### config.mk
export PLATFORM = sky130hd
export DESIGN_NAME = branch_predictor
export DESIGN_NICKNAME = d
export VERILOG_FILES = /design/src/rtl/bp_pkg.sv /design/src/rtl/sat_counter2.sv /design/src/rtl/branch_predictor.sv
export SDC_FILE = /design/constraint.sdc
export NUM_CORES = 1
export LEC_CHECK = 0
export CORE_MARGIN = 3
export CORE_UTILIZATION = 57
export DETAILED_ROUTE_END_ITERATION = 8
export PLACE_DENSITY_LB_ADDON = 0.08
export SLEW_MARGIN = 20
export SYNTH_ARGS = -nofsm -noshare
export SYNTH_HDL_FRONTEND = slang
export SYNTH_SLANG_ARGS = --single-unit
### constraint.sdc
create_clock -name CLK -period 5.2 [get_ports CLK]
set_input_delay 1.04 -clock CLK [delete_from_list [all_inputs] [get_ports CLK]]
set_output_delay 1.04 -clock CLK [all_outputs]
set_load 0.01 [all_outputs]
### src/rtl/bp_pkg.sv
// Shared types and constants for the branch target buffer.
package bp_pkg;

    localparam int unsigned BP_IDX_W = 3;
    localparam int unsigned BP_TAG_W = 32 - BP_IDX_W - 2;

    localparam logic [1:0] CTR_SNT = 2'b00;
    localparam logic [1:0] CTR_WNT = 2'b01;
    localparam logic [1:0] CTR_WT  = 2'b10;
    localparam logic [1:0] CTR_ST  = 2'b11;

    typedef struct packed {
        logic                valid;
        logic [BP_TAG_W-1:0] tag;
        logic [1:0]          ctr;
        logic [31:0]         target;
    } btb_entry_t;

endpackage

### src/rtl/sat_counter2.sv
// 2-bit saturating up/down counter, next-value only (no state).
module sat_counter2
    import bp_pkg::*;
(
    input  logic [1:0] ctr_i,
    input  logic       taken_i,
    output logic [1:0] ctr_o
);

    always_comb begin
        ctr_o = ctr_i;
        if (taken_i) begin
            if (ctr_i != CTR_ST) ctr_o = ctr_i + 2'd1;
        end else begin
            if (ctr_i != CTR_SNT) ctr_o = ctr_i - 2'd1;
        end
    end

endmodule

### src/rtl/branch_predictor.sv
// Direct-mapped BTB with 2-bit counters: fetch lookup, MEM-stage training,
// mispredict flush/recovery and branch statistics.
module branch_predictor
    import bp_pkg::*;
#(
    parameter int unsigned IDX_W     = BP_IDX_W,
    parameter logic [1:0]  RESET_CTR = CTR_WNT
) (
    input  logic             CLK,
    input  logic             nRST,
    input  logic [31:0]      lk_pc,
    output logic             lk_predict,
    output logic [IDX_W-1:0] lk_index,
    output logic [31:0]      lk_target,
    input  logic             upd_en,
    input  logic [31:0]      upd_pc,
    input  logic [IDX_W-1:0] upd_index,
    input  logic             upd_predict,
    input  logic [31:0]      upd_pred_target,
    input  logic             upd_taken,
    input  logic [31:0]      upd_target,
    input  logic [31:0]      upd_pc_plus4,
    output logic             mispredict,
    output logic [31:0]      recover_pc,
    output logic [31:0]      br_count,
    output logic [31:0]      mp_count
);

    localparam int unsigned Entries = 2 ** IDX_W;
    localparam int unsigned TagW    = 32 - IDX_W - 2;

    btb_entry_t  tbl_q [Entries];
    btb_entry_t  tbl_d [Entries];
    logic [31:0] br_count_q, br_count_d;
    logic [31:0] mp_count_q, mp_count_d;

    btb_entry_t  lk_entry, upd_entry;
    logic        lk_hit, upd_hit;
    logic [TagW-1:0] upd_tag;
    logic [1:0]  ctr_next;

    // Byte-offset and index bits of the PCs are not part of the tag.
    logic unused_pc_bits;
    assign unused_pc_bits = ^{lk_pc[1:0], upd_pc[IDX_W+1:0]};

    // Lookup reads the registered table only, so same-cycle writes are not bypassed.
    assign lk_index   = lk_pc[IDX_W+1:2];
    assign lk_entry   = tbl_q[lk_index];
    assign lk_hit     = lk_entry.valid && (lk_entry.tag == lk_pc[31:IDX_W+2]);
    assign lk_predict = lk_hit && lk_entry.ctr[1];
    assign lk_target  = lk_predict ? lk_entry.target : 32'h0;

    assign upd_entry = tbl_q[upd_index];
    assign upd_tag   = upd_pc[31:IDX_W+2];
    assign upd_hit   = upd_entry.valid && (upd_entry.tag == upd_tag);

    sat_counter2 u_sat_counter2 (
        .ctr_i   (upd_entry.ctr),
        .taken_i (upd_taken),
        .ctr_o   (ctr_next)
    );

    always_comb begin
        mispredict = 1'b0;
        recover_pc = 32'h0;
        if (nRST && upd_en) begin
            mispredict = (upd_predict != upd_taken) ||
                         (upd_taken && (upd_pred_target != upd_target));
            recover_pc = upd_taken ? upd_target : upd_pc_plus4;
        end
    end

    always_comb begin
        tbl_d = tbl_q;
        if (upd_en) begin
            if (upd_hit) begin
                tbl_d[upd_index].ctr = ctr_next;
                if (upd_taken) tbl_d[upd_index].target = upd_target;
            end else if (upd_taken) begin
                tbl_d[upd_index] = '{valid: 1'b1, tag: upd_tag, ctr: CTR_WT, target: upd_target};
            end
        end
    end

    always_comb begin
        br_count_d = br_count_q;
        mp_count_d = mp_count_q;
        if (upd_en) br_count_d = br_count_q + 32'd1;
        if (mispredict) mp_count_d = mp_count_q + 32'd1;
    end

    always_ff @(posedge CLK or negedge nRST) begin
        if (!nRST) begin
            for (int i = 0; i < Entries; i++) begin
                tbl_q[i] <= '{valid: 1'b0, tag: '0, ctr: RESET_CTR, target: 32'h0};
            end
            br_count_q <= 32'h0;
            mp_count_q <= 32'h0;
        end else begin
            tbl_q      <= tbl_d;
            br_count_q <= br_count_d;
            mp_count_q <= mp_count_d;
        end
    end

    assign br_count = br_count_q;
    assign mp_count = mp_count_q;

endmodule
# Yosys cells after proc, flatten, opt, wreduce, memory -nomap -nowiden

Index checks and enable logic that the tools add are counted.
W data, S select, Z words.

Flip-flop bits (word level): 560
Input bits: 168
Output and inout port bits: 133
Logic and storage cells: 83

Add/sub/neg operators: 4
Magnitude comparators: 3
Eq/ne operators: 5
Multiplexer cells: 25
Bitwise logic cells: 2
Reduce and logical (&&, ||, !) cells: 10

Operator list:

| cell                    | number |
|---|---|
| $bwmux W496             | 3 |
| $mux W496               | 3 |
| $demux W62 S3           | 3 |
| $bmux W62 S3            | 2 |
| $mux W62                | 5 |
| $mux W32                | 4 |
| $add A32 B1 Y32 const B | 2 |
| $eq A27 B27 Y1          | 2 |
| $mux W34                | 1 |
| $ne A32 B32 Y1          | 1 |
| $ge A4 B4 Y1 const B    | 2 |
| $not A3 Y4              | 2 |
| $logic_and A1 B1 Y1     | 6 |
| $mux W2                 | 3 |
| $lt A4 B1 Y1 const B    | 1 |
| $reduce_bool A2 Y1      | 2 |
| $add A2 B1 Y2 const B   | 1 |
| $ne A2 B2 Y1 const B    | 1 |
| $reduce_and A2 Y1       | 1 |
| $sub A2 B1 Y2 const B   | 1 |
| $logic_or A1 B1 Y1      | 1 |
| $mux W1                 | 1 |
| $ne A1 B1 Y1            | 1 |

# Longest topological paths before layout

Word-level depth: 11
Mapped depth: 13
Gate-level depth less buffers: 8

# Cells and area by module

From an unflattened synthesis, not the netlist that was laid out.

Cell total of the unflattened synthesis: 2083
Area, all modules: 28698.8 um2

Modules (own cells, without submodules):

| module           | instances | cells each | area an instance (um2) | seq. area each (um2) |
|---|---|---|---|---|
| branch_predictor | 1         | 2080       | 28672.5                | 14023.4 |
| sat_counter2     | 1         | 3          | 26.3                   | 0.0 |

# Least setup slack after synthesis

Ideal clock, no wire load.

Kind: in2out
Start point: input lk_pc[2]
End point: output lk_target[10]
Data arrival time: 3749 ps
Data required time: 4160 ps
Slack: 411 ps
Stages on the path: 10
Path buffers: 3
Cells stage by stage: clkbuf_1 -> clkbuf_1 -> mux4_2 -> mux2i_1 -> xor2_1 -> nand4_1 -> nor4_1 -> nand4_1 -> clkbuf_1 -> nor2_1

Word-level cells in the longest chain between the ends: 8

Ends and longest elaborated chain:

| element                                       | RTL line               | RTL |
|---|---|---|
| start: declaration                            | branch_predictor.sv:11 | `input logic [31:0] lk_pc,` |
| $not A3 Y4 (not written as such) *            | branch_predictor.sv:48 | `assign lk_entry = tbl_q[lk_index];` |
| $bmux W62 S3 *                                | branch_predictor.sv:48 |  |
| $mux W62 (not written as such) * (2 in a row) | branch_predictor.sv:48 |  |
| $eq A27 B27 Y1                                | branch_predictor.sv:49 | `assign lk_hit = lk_entry.valid && (lk_entry.tag == lk_pc[31:IDX_W+2]);` |
| $logic_and A1 B1 Y1                           | branch_predictor.sv:49 |  |
| $logic_and A1 B1 Y1                           | branch_predictor.sv:50 | `assign lk_predict = lk_hit && lk_entry.ctr[1];` |
| $mux W32 *                                    | branch_predictor.sv:51 | `assign lk_target = lk_predict ? lk_entry.target : 32'h0;` |
| end: declaration                              | branch_predictor.sv:14 | `output logic [31:0] lk_target,` |

Mark *: on every way between the ends. The rest lies on a longest branch, timed or not. The select of a mux whose other input is x is not followed.

# Worst setup path in the final report

Start point: input lk_pc[2]
End point: output lk_target[11]

Same word-level chain as after synthesis.

==> metrics.csv <==
stage,metric,value,unit
outcome,outcome,"complete, no violations",
final_layout,Final Non-Filler Cells,3014,
clock_tree,clock sink total,560,
power_and_ir_drop,Switching Power,3409,uW
min_path,hold crit path type,in -> async,
yosys,post-synthesis compound-gate area fraction,0.01860,
place,RD Place Congestion,0.8136,
detailed_routing,wire per inst,24.02,um
clock_tree,CTS tree,done,
yosys,Gate Count Post-Synth,2044,
clock_tree,number of setup buffers added after CTS,0,
place,Port Buf Inserts,293,
yosys,"Seq/Total Area, Yosys",0.4930,
clock_tree,Inserted Clock Buffers,58,
yosys,most used flip-flop cell after synthesis,dfrtp_1,
final_layout,"commonest non-fill, non-tap cell in the layout",dfrtp_1,
floorplan,Cell Rows,81,
detailed_routing,Detail Route Antenna Nets,0,
clock_tree,# H-tree levels,2,
power_and_ir_drop,P_leak,0.01479,uW
place,placed cells,2907,
floorplan,Starting Density,0.5787,
final_layout,Final #Nets,2474,
clock_tree,hold buffers post-CTS,0,
grt,GRT Overall Usage,0.2766,
sta,clock period minus worst slack,5116,ps
power_and_ir_drop,pwr/cell area,374.1,nW/um2
yosys,"EDFF count, synth",0,
setup_path,CP Launch Type,primary input,
yosys,Synth Warn #,0,
grt,vias in the first global route,19419,
power_and_ir_drop,Reg power frac,0.463,
clock_tree,root buf cell,clkbuf_16,
yosys,post-synthesis mux area share,0.3615,
power_and_ir_drop,Power Internal,9379,uW
setup_path,Critical Path RT,4160,ps
grt,largest net degree at the start of global routing,157,
yosys,Seq cells post-synth,560,
grt,first-pass GRT wire length,113.7,mm
setup_path,crit path DAT,4080,ps
power_and_ir_drop,Net Sw Frac,0.2666,
detailed_routing,final WL,72.39,mm
setup_path,worst-path fanout max,33,
final_layout,fin area,34180,um2
yosys,largest family of logic cells by synthesized area,multiplexers,
setup_path,Crit. End Element,output pin,
floorplan,Die Y,229.4,um
final_layout,synthesis-to-finish area growth,20.16,%
setup_path,R2R cell count,10,
power_and_ir_drop,PnR Total Power,12790,uW
floorplan,# IOs,301,
final_layout,share of cells above drive strength 1,0.3637,
setup_path,R2R Path Start,tbl_q[51],
power_and_ir_drop,Peak VDD IR,0.2657,mV
yosys,Synth Area in Simple Gates,0.04772,
setup_path,kind of critical path,in -> out,
grt,initial antenna violation count,4,
clock_tree,Clock transition at path regs,60,ps
sta,clk_skew,14.45,ps
clock_tree,CTS max path bufs,3,
sta,Final Max Slew Viols,0,
yosys,Syn Area/Cell,13.92,um2
sta,Worst-Margin Slew,944.7,ps
floorplan,die width,229.4,um
yosys,"Cell Area, Synth",28450,um2
power_and_ir_drop,combinational cell fraction of total power,0.216,
detailed_routing,DRT iter0 DRCs,1230,
yosys,syn nets,2214,
place,Area after DPL,32210,um2
yosys,Yosys cell types,46,
sta,Final Hold Fails,0,
yosys,xor/xnor share of the synthesized area,0.04464,
sta,crit share post-route,0.9839,
sta,Max Freq,195.5,MHz
job,Max Cap Viol,0,
detailed_routing,routed via count,18126,
sta,Setup TNS Final,0,ps
setup_path,worst setup path endpoint,lk_target[11],
sta,final setup violating endpoints,0,
sta,Slew HR,0.3702,
detailed_routing,Avg Vias per Cell,6.014,
floorplan,core area,49150,um2
setup_path,"setup slack, reg-to-reg",1790,ps
final_layout,most frequent cells in the layout,"552 x dfrtp_1, 493 x mux2_2, 279 x clkdlybuf4s50_1",
setup_path,crit path launch,lk_pc[2],
power_and_ir_drop,clock power share,0.322,
clock_tree,worst skew pair latency,610,ps
floorplan,Die ar.,52620,um2
grt,grt ovf,0,
yosys,adder-cell area share of the yosys netlist,0.001232,
detailed_routing,DRC errors left,0,
detailed_routing,total iterations of the first detailed-routing run,5,
setup_path,worst reg2reg endpoint,tbl_q[414],
yosys,async set-reset flop share out of synthesis,1.000,
place,dpl hpwl,46.88,mm
-- worst min path at each step --
stage / start / endpoint / slack, ps / depth (start not counted)
3_3_place_gp: tbl_q[342] / tbl_q[342] / 450 / 2
4_1_cts: nRST / br_count[2] / 290 / 1
2_1_floorplan: tbl_q[32] / tbl_q[32] / 440 / 2
5_1_grt: nRST / br_count[2] / 310 / 1
3_5_place_dp: tbl_q[156] / tbl_q[156] / 460 / 2
6_report: nRST / br_count[2] / 310 / 1
-- sequential cells by signal (all words and copies together) (netlist names) --
register and cells:
br_count 32, mp_count 32, tbl_q 496
-- critical path, cell delays in order --
cell             delay [ps]
buf_16                  170
buf_12                  140
mux4_2                  500
mux2i_2                 200
xor2_1                  160
nand4_1                 180
nor4_4                  380
buf_4                   170
nand4_1                 130
buf_12                  210
nor2_1                  160
clkdlybuf4s50_1         550
-- area by class of cell --
cell class	instances	area, um2
fill	3520	14970
timing repair buffer	377	3811
antenna	2	5.005
multi-input combinational	1285	13550
sequential	560	14020
clock buffer	86	1728
clock inverter	18	151.4
tap	664	830.8
inverter	22	82.58
-- timing repair --
action / 4_1_cts / 5_1_grt
cloned: 0 / 1
setup endpoints to repair: 33 / 33
resized for setup: 4 / 8
pin swaps: 0 / 2
endpoints found under the hold margin: 0 / 0
-- cells in the mapped netlist, drive strengths merged (2+ instances only) --
cell | instances | area, um2
mux2 | 493 | 5552
xor2 | 95 | 832.1
a22oi | 10 | 75.07
a21oi | 13 | 68.82
o211ai | 4 | 30.03
clkbuf | 91 | 341.6
a221oi | 9 | 78.83
nand3b | 3 | 22.52
nand4 | 19 | 125.1
a2bb2oi | 8 | 70.07
and3 | 14 | 87.58
o21ai | 11 | 55.05
and4 | 5 | 43.79
xnor2 | 50 | 437.9
dfrtp | 552 | 13810
buf | 86 | 524.3
nor2b | 3 | 18.77
nor2 | 104 | 390.4
dfstp | 8 | 210.2
nor4 | 15 | 100.1
and2 | 5 | 31.28
nand2b | 15 | 93.84
a22o | 2 | 17.52
ha | 2 | 25.02
a31oi | 2 | 12.51
inv | 21 | 78.83
nand3 | 31 | 160.1
mux4 | 147 | 3311
o22ai | 18 | 112.6
nand2 | 52 | 226.5
nor3 | 9 | 45.04
mux2i | 142 | 1421
-- logic make-up after synthesis --
group / Yosys count
and+or+nand+nor: 277
buffers and inverters: 199
xor gates and xnor gates: 145
adders and majority gates: 3
AOI/OAI and AO/OA: 78
muxes: 782
DFF: 560
-- power by group through the flow --
stage / registers (uW) / clock network [uW] / logic [uW]
after global placement: 5890 / 0 / 2680
final: 5920 / 4110 / 2760
after floorplan: 5780 / 0 / 1960
after detailed placement: 5970 / 0 / 2760
after global routing: 6030 / 4370 / 2980
after CTS: 5900 / 4190 / 2780
-- metrics by stage --
step | hold slack [ps] | util | worst slack, ps
2_1_floorplan | 442.1 | - | 411.3
3_3_place_gp | 454.0 | 0.6553 | -291.7
3_5_place_dp | 458.9 | 0.6553 | -294.8
4_1_cts | 290.6 | 0.6940 | 5.536
5_1_grt | 309.5 | 0.6954 | -48.15
6_report | 311.5 | 0.6954 | 83.67
-- metal layers --
layer	GRT usage	routed length, um	vias up
li1	-	-	7977
met1	0.3855	31370	9573
met2	0.4559	35630	455
met3	0.04453	3620	117
met4	0.07608	1749	4
met5	0	23	-
Note: power is estimated with default switching activity, not from simulation.
